### src/rtl/ysyx_22050019_lsu_pkg.sv
// Shared encodings for the LSU AXI master: access sizes, FSM states, AXI response codes.
package ysyx_22050019_lsu_pkg;

   localparam logic [1:0] SZ_B = 2'd0;
   localparam logic [1:0] SZ_H = 2'd1;
   localparam logic [1:0] SZ_W = 2'd2;
   localparam logic [1:0] SZ_D = 2'd3;

   localparam logic [1:0] AXI_RESP_OKAY = 2'b00;

   typedef enum logic [2:0] {
      ST_IDLE = 3'd0,
      ST_AR   = 3'd1,
      ST_R    = 3'd2,
      ST_AW   = 3'd3,
      ST_W    = 3'd4,
      ST_B    = 3'd5,
      ST_RSP  = 3'd6
   } lsu_state_e;

   function automatic logic [3:0] size_to_nbytes(input logic [1:0] size);
      return 4'd1 << size;
   endfunction

endpackage

### src/rtl/ysyx_22050019_lsu_lane_align.sv
// Combinational lane steering: store data/strobes onto the 64-bit bus, load data back to LSB with extension.
module ysyx_22050019_lsu_lane_align
   import ysyx_22050019_lsu_pkg::*;
(
   input  logic [2:0]  off,
   input  logic [1:0]  size,
   input  logic        sext,
   input  logic [63:0] wdata,
   input  logic [63:0] rdata,
   output logic [63:0] w_data,
   output logic [7:0]  w_strb,
   output logic [63:0] ext_rdata
);

   logic [5:0]  sh_amt;
   logic [7:0]  strb_base;
   logic [63:0] rsh;

   always_comb begin
      sh_amt = {off, 3'b000};
      w_data = wdata << sh_amt;
      case (size)
         SZ_B:    strb_base = 8'h01;
         SZ_H:    strb_base = 8'h03;
         SZ_W:    strb_base = 8'h0F;
         default: strb_base = 8'hFF;
      endcase
      // Strobes past lane 7 fall off the top; callers never issue such accesses.
      w_strb = strb_base << off;
      rsh    = rdata >> sh_amt;
      case (size)
         SZ_B:    ext_rdata = {{56{sext & rsh[7]}},  rsh[7:0]};
         SZ_H:    ext_rdata = {{48{sext & rsh[15]}}, rsh[15:0]};
         SZ_W:    ext_rdata = {{32{sext & rsh[31]}}, rsh[31:0]};
         default: ext_rdata = rsh;
      endcase
   end

endmodule

### src/rtl/ysyx_22050019_lsu_axi_master.sv
// LSU-side AXI master: one load or store at a time, AR/R or AW/W/B, then a single-cycle response pulse.
module ysyx_22050019_lsu_axi_master
   import ysyx_22050019_lsu_pkg::*;
#(
   parameter int AXI_DATA_WIDTH = 64,
   parameter int AXI_ADDR_WIDTH = 64
) (
   input  logic                      clk,
   input  logic                      rst,
   input  logic                      req_valid_i,
   output logic                      req_ready_o,
   input  logic                      req_wen_i,
   input  logic [AXI_ADDR_WIDTH-1:0] req_addr_i,
   input  logic [1:0]                req_size_i,
   input  logic                      req_sext_i,
   input  logic [AXI_DATA_WIDTH-1:0] req_wdata_i,
   output logic                      rsp_valid_o,
   output logic [AXI_DATA_WIDTH-1:0] rsp_rdata_o,
   output logic                      rsp_err_o,
   output logic                      axi_aw_valid_o,
   input  logic                      axi_aw_ready_i,
   output logic [AXI_ADDR_WIDTH-1:0] axi_aw_addr_o,
   output logic                      axi_w_valid_o,
   input  logic                      axi_w_ready_i,
   output logic [AXI_DATA_WIDTH-1:0] axi_w_data_o,
   output logic [7:0]                axi_w_strb_o,
   input  logic                      axi_b_valid_i,
   output logic                      axi_b_ready_o,
   input  logic [1:0]                axi_b_resp_i,
   output logic                      axi_ar_valid_o,
   input  logic                      axi_ar_ready_i,
   output logic [AXI_ADDR_WIDTH-1:0] axi_ar_addr_o,
   input  logic                      axi_r_valid_i,
   output logic                      axi_r_ready_o,
   input  logic [1:0]                axi_r_resp_i,
   input  logic [AXI_DATA_WIDTH-1:0] axi_r_data_i
);

   // Handshake rule on every channel (request, AW, W, B, AR, R): a transfer happens on the
   // rising edge where valid and ready are both high; a raised valid and its payload hold
   // unchanged until that edge. The response pulse has no ready and cannot be stalled.

   lsu_state_e                state;
   logic [2:0]                off_q;
   logic [1:0]                size_q;
   logic                      sext_q;
   logic [AXI_DATA_WIDTH-1:0] wdata_q;
   logic                      req_mis;
   logic [63:0]               lane_w_data;
   logic [7:0]                lane_w_strb;
   logic [63:0]               lane_ext_rdata;

   always_comb begin
      req_mis = ({1'b0, req_addr_i[2:0]} + size_to_nbytes(req_size_i)) > 4'd8;
   end

   ysyx_22050019_lsu_lane_align u_lane (
      .off       (off_q),
      .size      (size_q),
      .sext      (sext_q),
      .wdata     (wdata_q),
      .rdata     (axi_r_data_i),
      .w_data    (lane_w_data),
      .w_strb    (lane_w_strb),
      .ext_rdata (lane_ext_rdata)
   );

   always_ff @(posedge clk) begin
      if (rst) begin
         state          <= ST_IDLE;
         off_q          <= '0;
         size_q         <= '0;
         sext_q         <= 1'b0;
         wdata_q        <= '0;
         req_ready_o    <= 1'b1;
         rsp_valid_o    <= 1'b0;
         rsp_rdata_o    <= '0;
         rsp_err_o      <= 1'b0;
         axi_aw_valid_o <= 1'b0;
         axi_aw_addr_o  <= '0;
         axi_w_valid_o  <= 1'b0;
         axi_w_data_o   <= '0;
         axi_w_strb_o   <= '0;
         axi_b_ready_o  <= 1'b0;
         axi_ar_valid_o <= 1'b0;
         axi_ar_addr_o  <= '0;
         axi_r_ready_o  <= 1'b0;
      end else begin
         rsp_valid_o <= 1'b0;
         case (state)
            ST_IDLE: begin
               if (req_valid_i) begin
                  off_q       <= req_addr_i[2:0];
                  size_q      <= req_size_i;
                  sext_q      <= req_sext_i;
                  wdata_q     <= req_wdata_i;
                  req_ready_o <= 1'b0;
                  if (req_mis) begin
                     // Line-crossing access: report an error without touching the bus.
                     state       <= ST_RSP;
                     rsp_valid_o <= 1'b1;
                     rsp_err_o   <= 1'b1;
                     rsp_rdata_o <= '0;
                  end else if (req_wen_i) begin
                     state          <= ST_AW;
                     axi_aw_valid_o <= 1'b1;
                     axi_aw_addr_o  <= req_addr_i;
                  end else begin
                     state          <= ST_AR;
                     axi_ar_valid_o <= 1'b1;
                     axi_ar_addr_o  <= req_addr_i;
                  end
               end
            end
            ST_AR: begin
               if (axi_ar_ready_i) begin
                  state          <= ST_R;
                  axi_ar_valid_o <= 1'b0;
                  axi_r_ready_o  <= 1'b1;
               end
            end
            ST_R: begin
               if (axi_r_valid_i) begin
                  state         <= ST_RSP;
                  axi_r_ready_o <= 1'b0;
                  rsp_valid_o   <= 1'b1;
                  rsp_err_o     <= (axi_r_resp_i != AXI_RESP_OKAY);
                  rsp_rdata_o   <= (axi_r_resp_i != AXI_RESP_OKAY) ? '0 : lane_ext_rdata;
               end
            end
            ST_AW: begin
               if (axi_aw_ready_i) begin
                  state          <= ST_W;
                  axi_aw_valid_o <= 1'b0;
                  axi_w_valid_o  <= 1'b1;
                  axi_w_data_o   <= lane_w_data;
                  axi_w_strb_o   <= lane_w_strb;
               end
            end
            ST_W: begin
               if (axi_w_ready_i) begin
                  state         <= ST_B;
                  axi_w_valid_o <= 1'b0;
                  axi_b_ready_o <= 1'b1;
               end
            end
            ST_B: begin
               if (axi_b_valid_i) begin
                  state         <= ST_RSP;
                  axi_b_ready_o <= 1'b0;
                  rsp_valid_o   <= 1'b1;
                  rsp_err_o     <= (axi_b_resp_i != AXI_RESP_OKAY);
                  rsp_rdata_o   <= '0;
               end
            end
            ST_RSP: begin
               state       <= ST_IDLE;
               req_ready_o <= 1'b1;
               rsp_err_o   <= 1'b0;
               rsp_rdata_o <= '0;
            end
            default: begin
               state       <= ST_IDLE;
               req_ready_o <= 1'b1;
            end
         endcase
      end
   end

endmodule

### config.mk
export PLATFORM = sky130hd
export DESIGN_NAME = ysyx_22050019_lsu_axi_master
export DESIGN_NICKNAME = d
export VERILOG_FILES = /design/src/rtl/ysyx_22050019_lsu_pkg.sv /design/src/rtl/ysyx_22050019_lsu_lane_align.sv /design/src/rtl/ysyx_22050019_lsu_axi_master.sv
export SDC_FILE = /design/constraint.sdc
export NUM_CORES = 1
export LEC_CHECK = 0
export BUFFER_PORTS_ARGS = -buffer_cell sky130_fd_sc_hd__buf_2
export CAP_MARGIN = 10
export CORE_MARGIN = 2
export CORE_UTILIZATION = 29
export DETAILED_ROUTE_END_ITERATION = 8
export PLACE_DENSITY = 0.48
export SYNTH_ARGS = -nofsm -noshare
export SYNTH_HDL_FRONTEND = slang
export SYNTH_HIERARCHICAL = 1
export SYNTH_SLANG_ARGS = --single-unit
### constraint.sdc
create_clock -name clk -period 3.1 [get_ports clk]
set_input_delay 0.465 -clock clk [delete_from_list [all_inputs] [get_ports clk]]
set_output_delay 0.465 -clock clk [all_outputs]
set_load 0.01 [all_outputs]
==> metrics.md <==
| Metric | Value |
|---|---|
| Asr flop ratio synth | `0%` |
| Max Cap Viol | `0` |
| WP data required | `3580 ps` |
| Largest cells by area after synthesis | `dfxtp_1 41%, mux2i_1 18%, nand2_1 11%` |
| Largest net degree at the start of global routing | `129` |
| Crit end category | `flop` |
| # hold bufs at CTS | `0` |
| Slew margin rel. | `26.7%` |
| Worst hold start | `req_wdata_i[41]` |
| Die area | `0.0604 mm²` |
| Register area share after synthesis | `40.7%` |
| Hold slack | `134 ps` |
| Row count | `88` |
| Syn. warnings | `6` |
| Tmin final | `2700 ps` |
| Final period util | `87.0%` |
| First-pass DRT Iterations | `5` |
| Core area | `0.0577 mm²` |
| Min-delay worst type | `primary input to flop` |
| Power per cell area | `716 mW/mm²` |
| Final #Nets | `2645` |
| IO Count | `480` |
| Initial drt markers | `868` |
| # setup viols final | `0` |
| Cts bufs inserted | `41` |
| Yosys reg bits | `345` |
| Synth Net Count | `2242` |
| Area leader, netlist | `dfxtp_1` |
| Die width | `246 µm` |
| Total power | `15300 µW` |
| Leakage | `0.00894 µW` |
| Syn Area/Cell | `8.35 µm²` |
| Post-synth cell types | `57` |
| CP Max Fanout | `32` |
| Vias in the first global route | `15297` |
| Die Y | `246 µm` |
| Synth top cells by count | `480 x nand2_1, 345 x dfxtp_1, 308 x mux2i_1` |
| Syn Inst Count | `2030` |
| DR WL met3 | `4.79 mm` |
| EDFF count, synth | `0` |
| DR vias/cell | `4.84` |
| Clk_lat worst skew | `570 ps` |
| CTS clock-pin slew for the worst setup and hold paths | `70 ps` |
| Met1 Wirelength | `28.7 mm` |
| Setup crit start kind | `flop` |
| Cts repair resizes | `0` |
| Final Hold Fails | `0` |
| Remaining antenna violation count | `0` |
| CTS root buffer | `clkbuf_16` |
| H-tree depth | `2` |
| Worst r2r path cells | `8` |
| Hold Path End | `wdata_q[41]` |
| Layout cells sized above 1 | `27.0%` |
| R2R Setup Slk | `400 ps` |
| Global route total overflow | `0` |
| WL final | `62.8 mm` |
| Antenna violations before repair | `14` |
| R2R Path Start | `off_q[2]` |
| First-pass GRT wire length | `94.2 mm` |
| CTS tree | `yes` |
| Ys flop type | `dfxtp_1` |
| Setup CP Type | `flop to flop` |
| GP Congestion | `0.872` |
| Initial Utilization | `29.4%` |
| Max Clk Rate | `371 MHz` |
| Post-CTS setup buffers | `0` |
| Hold depth | `3` |
| Worst clock skew | `23.1 ps` |
| Hpwl dp | `45.8 mm` |
| DR top layer | `met5` |
| Input/output buffers | `479` |
| Post-DR wirelength/cell | `19.5 µm` |
| # DRC | `0` |
| Vias | `15608` |
| Worst vdd ir | `0.416 mV` |
| Unrepaired setup endpoints after global routing | `no` |
| Sink Count | `345` |
| Max Slew Vio Count | `0` |
| Gr usage total | `20.1%` |
| Post-synth top area share | `40.7%` |
| R2r endpoint | `rsp_rdata_o[39]` |
| Worst EP arrival | `3180 ps` |
| Worst-margin pin slew | `1090 ps` |
| Post-Syn Area | `0.0170 mm²` |
| Setup tns final | `0 ps` |
| Met2 Wirelength | `27.5 mm` |
| Most common cell in the netlist | `nand2_1` |
| Outcome | `finished clean` |
| Clk buf depth | `3` |
| P&R area growth vs syn | `26.2%` |
state kept, by name, indices dropped and copies added, names as in the netlist:
name and count:
axi_ar_addr_o 64, axi_aw_addr_o 64, axi_w_data_o 64, rsp_rdata_o 64, wdata_q 64, axi_w_strb_o 8, off_q 3, state 3
size_q 2, axi_ar_valid_o 1, axi_aw_valid_o 1, axi_b_ready_o 1, axi_r_ready_o 1, axi_w_valid_o 1, req_ready_o 1, rsp_err_o 1
rsp_valid_o 1, sext_q 1
cell type report:
cell class,count,area [µm²]
Multi-Input combinational cell,1512,9250
Tap cell,765,957
Clock inverter,9,83.8
Timing Repair Buffer,525,2970
Antenna cell,2,5.00
Sequential cell,345,6920
Clock buffer,60,1190
Fill cell,6104,36300
Inverter,8,30.0
worst max path at each step:
stage                        startpoint           endpoint  slack (ps)  cells past startpoint
after detailed placement  req_size_i[0]    rsp_rdata_o[45]         110                      9
final                          off_q[2]    rsp_rdata_o[39]         400                      8
after global routing           off_q[2]    rsp_rdata_o[39]         270                      8
after CTS                      off_q[2]    rsp_rdata_o[39]         440                      8
after floorplan           req_size_i[1]  axi_ar_addr_o[14]         660                     10
after global placement    req_size_i[1]    rsp_rdata_o[10]         210                     10
per-layer routing:
layer	global-route usage, %	vias to the layer above
met5	0	-
met4	6.02	20
met3	5.78	109
met2	31.1	526
met1	27.0	7305
li1	-	7648
power by group:
group	switching (µW)	internal, µW	total [µW]
combinational	3030	2150	5180
sequential	542	4910	5450
clock	1970	2730	4700
cell usage in the layout (no fill, tap or decap), types with 3 or more instances in the layout:
| cell | instances |
|---|---|
| nor2_1 | 194 |
| o22ai_1 | 26 |
| mux2i_1 | 308 |
| dfxtp_1 | 342 |
| nor2b_1 | 21 |
| buf_12 | 17 |
| inv_1 | 6 |
| o21a_1 | 3 |
| and3_1 | 4 |
| o211ai_1 | 6 |
| dfxtp_4 | 3 |
| a22oi_1 | 8 |
| a31oi_1 | 6 |
| clkinv_2 | 5 |
| mux4_2 | 10 |
| or2_1 | 4 |
| clkbuf_8 | 7 |
| nand2b_1 | 75 |
| nand2_1 | 480 |
| a31o_2 | 8 |
| a211oi_1 | 5 |
| buf_4 | 29 |
| mux2_2 | 42 |
| nor3_1 | 5 |
| clkbuf_16 | 42 |
| clkbuf_1 | 11 |
| a21o_1 | 15 |
| buf_2 | 478 |
| ha_1 | 3 |
| a21oi_1 | 187 |
| nand3_1 | 5 |
| o21ai_0 | 55 |
| and2_1 | 10 |
critical path: stages (launching register included):
cell      delay (ps)
dfxtp_4          430
nor2b_1          760
nand3_1          210
a311oi_1         480
nor3_4            50
buf_4            250
nand2_1          190
nand2_1           80
mux2i_1          140
per-stage QoR:
| step | cells | utilization [%] | setup WS (ps) | instance area [µm²] |
|---|---|---|---|---|
| 6_report | 3226 | 37.1 | 403 | 21400 |
| 5_1_grt | 3224 | 37.1 | 266 | 21400 |
| 4_1_cts | 3224 | 37.1 | 440 | 21400 |
| 3_5_place_dp | 3155 | 34.9 | 110 | 20100 |
| 3_3_place_gp | 3155 | 34.9 | 210 | 20100 |
| 2_1_floorplan | 2030 | - | 662 | 17000 |
cells by family after synthesis:
| family | Yosys count | synth area share (%) |
|---|---|---|
| AO/OA/AOI/OAI | 334 | 11.3 |
| XOR/XNOR | 1 | 0.0517 |
| adder cells (fa/ha/maj) | 4 | 0.340 |
| buffers and inverters | 173 | 4.96 |
| flip-flops | 345 | 40.7 |
| multiplexers | 361 | 22.4 |
| AND/OR/NAND/NOR | 812 | 20.2 |
(Power assumes the default switching activity.)
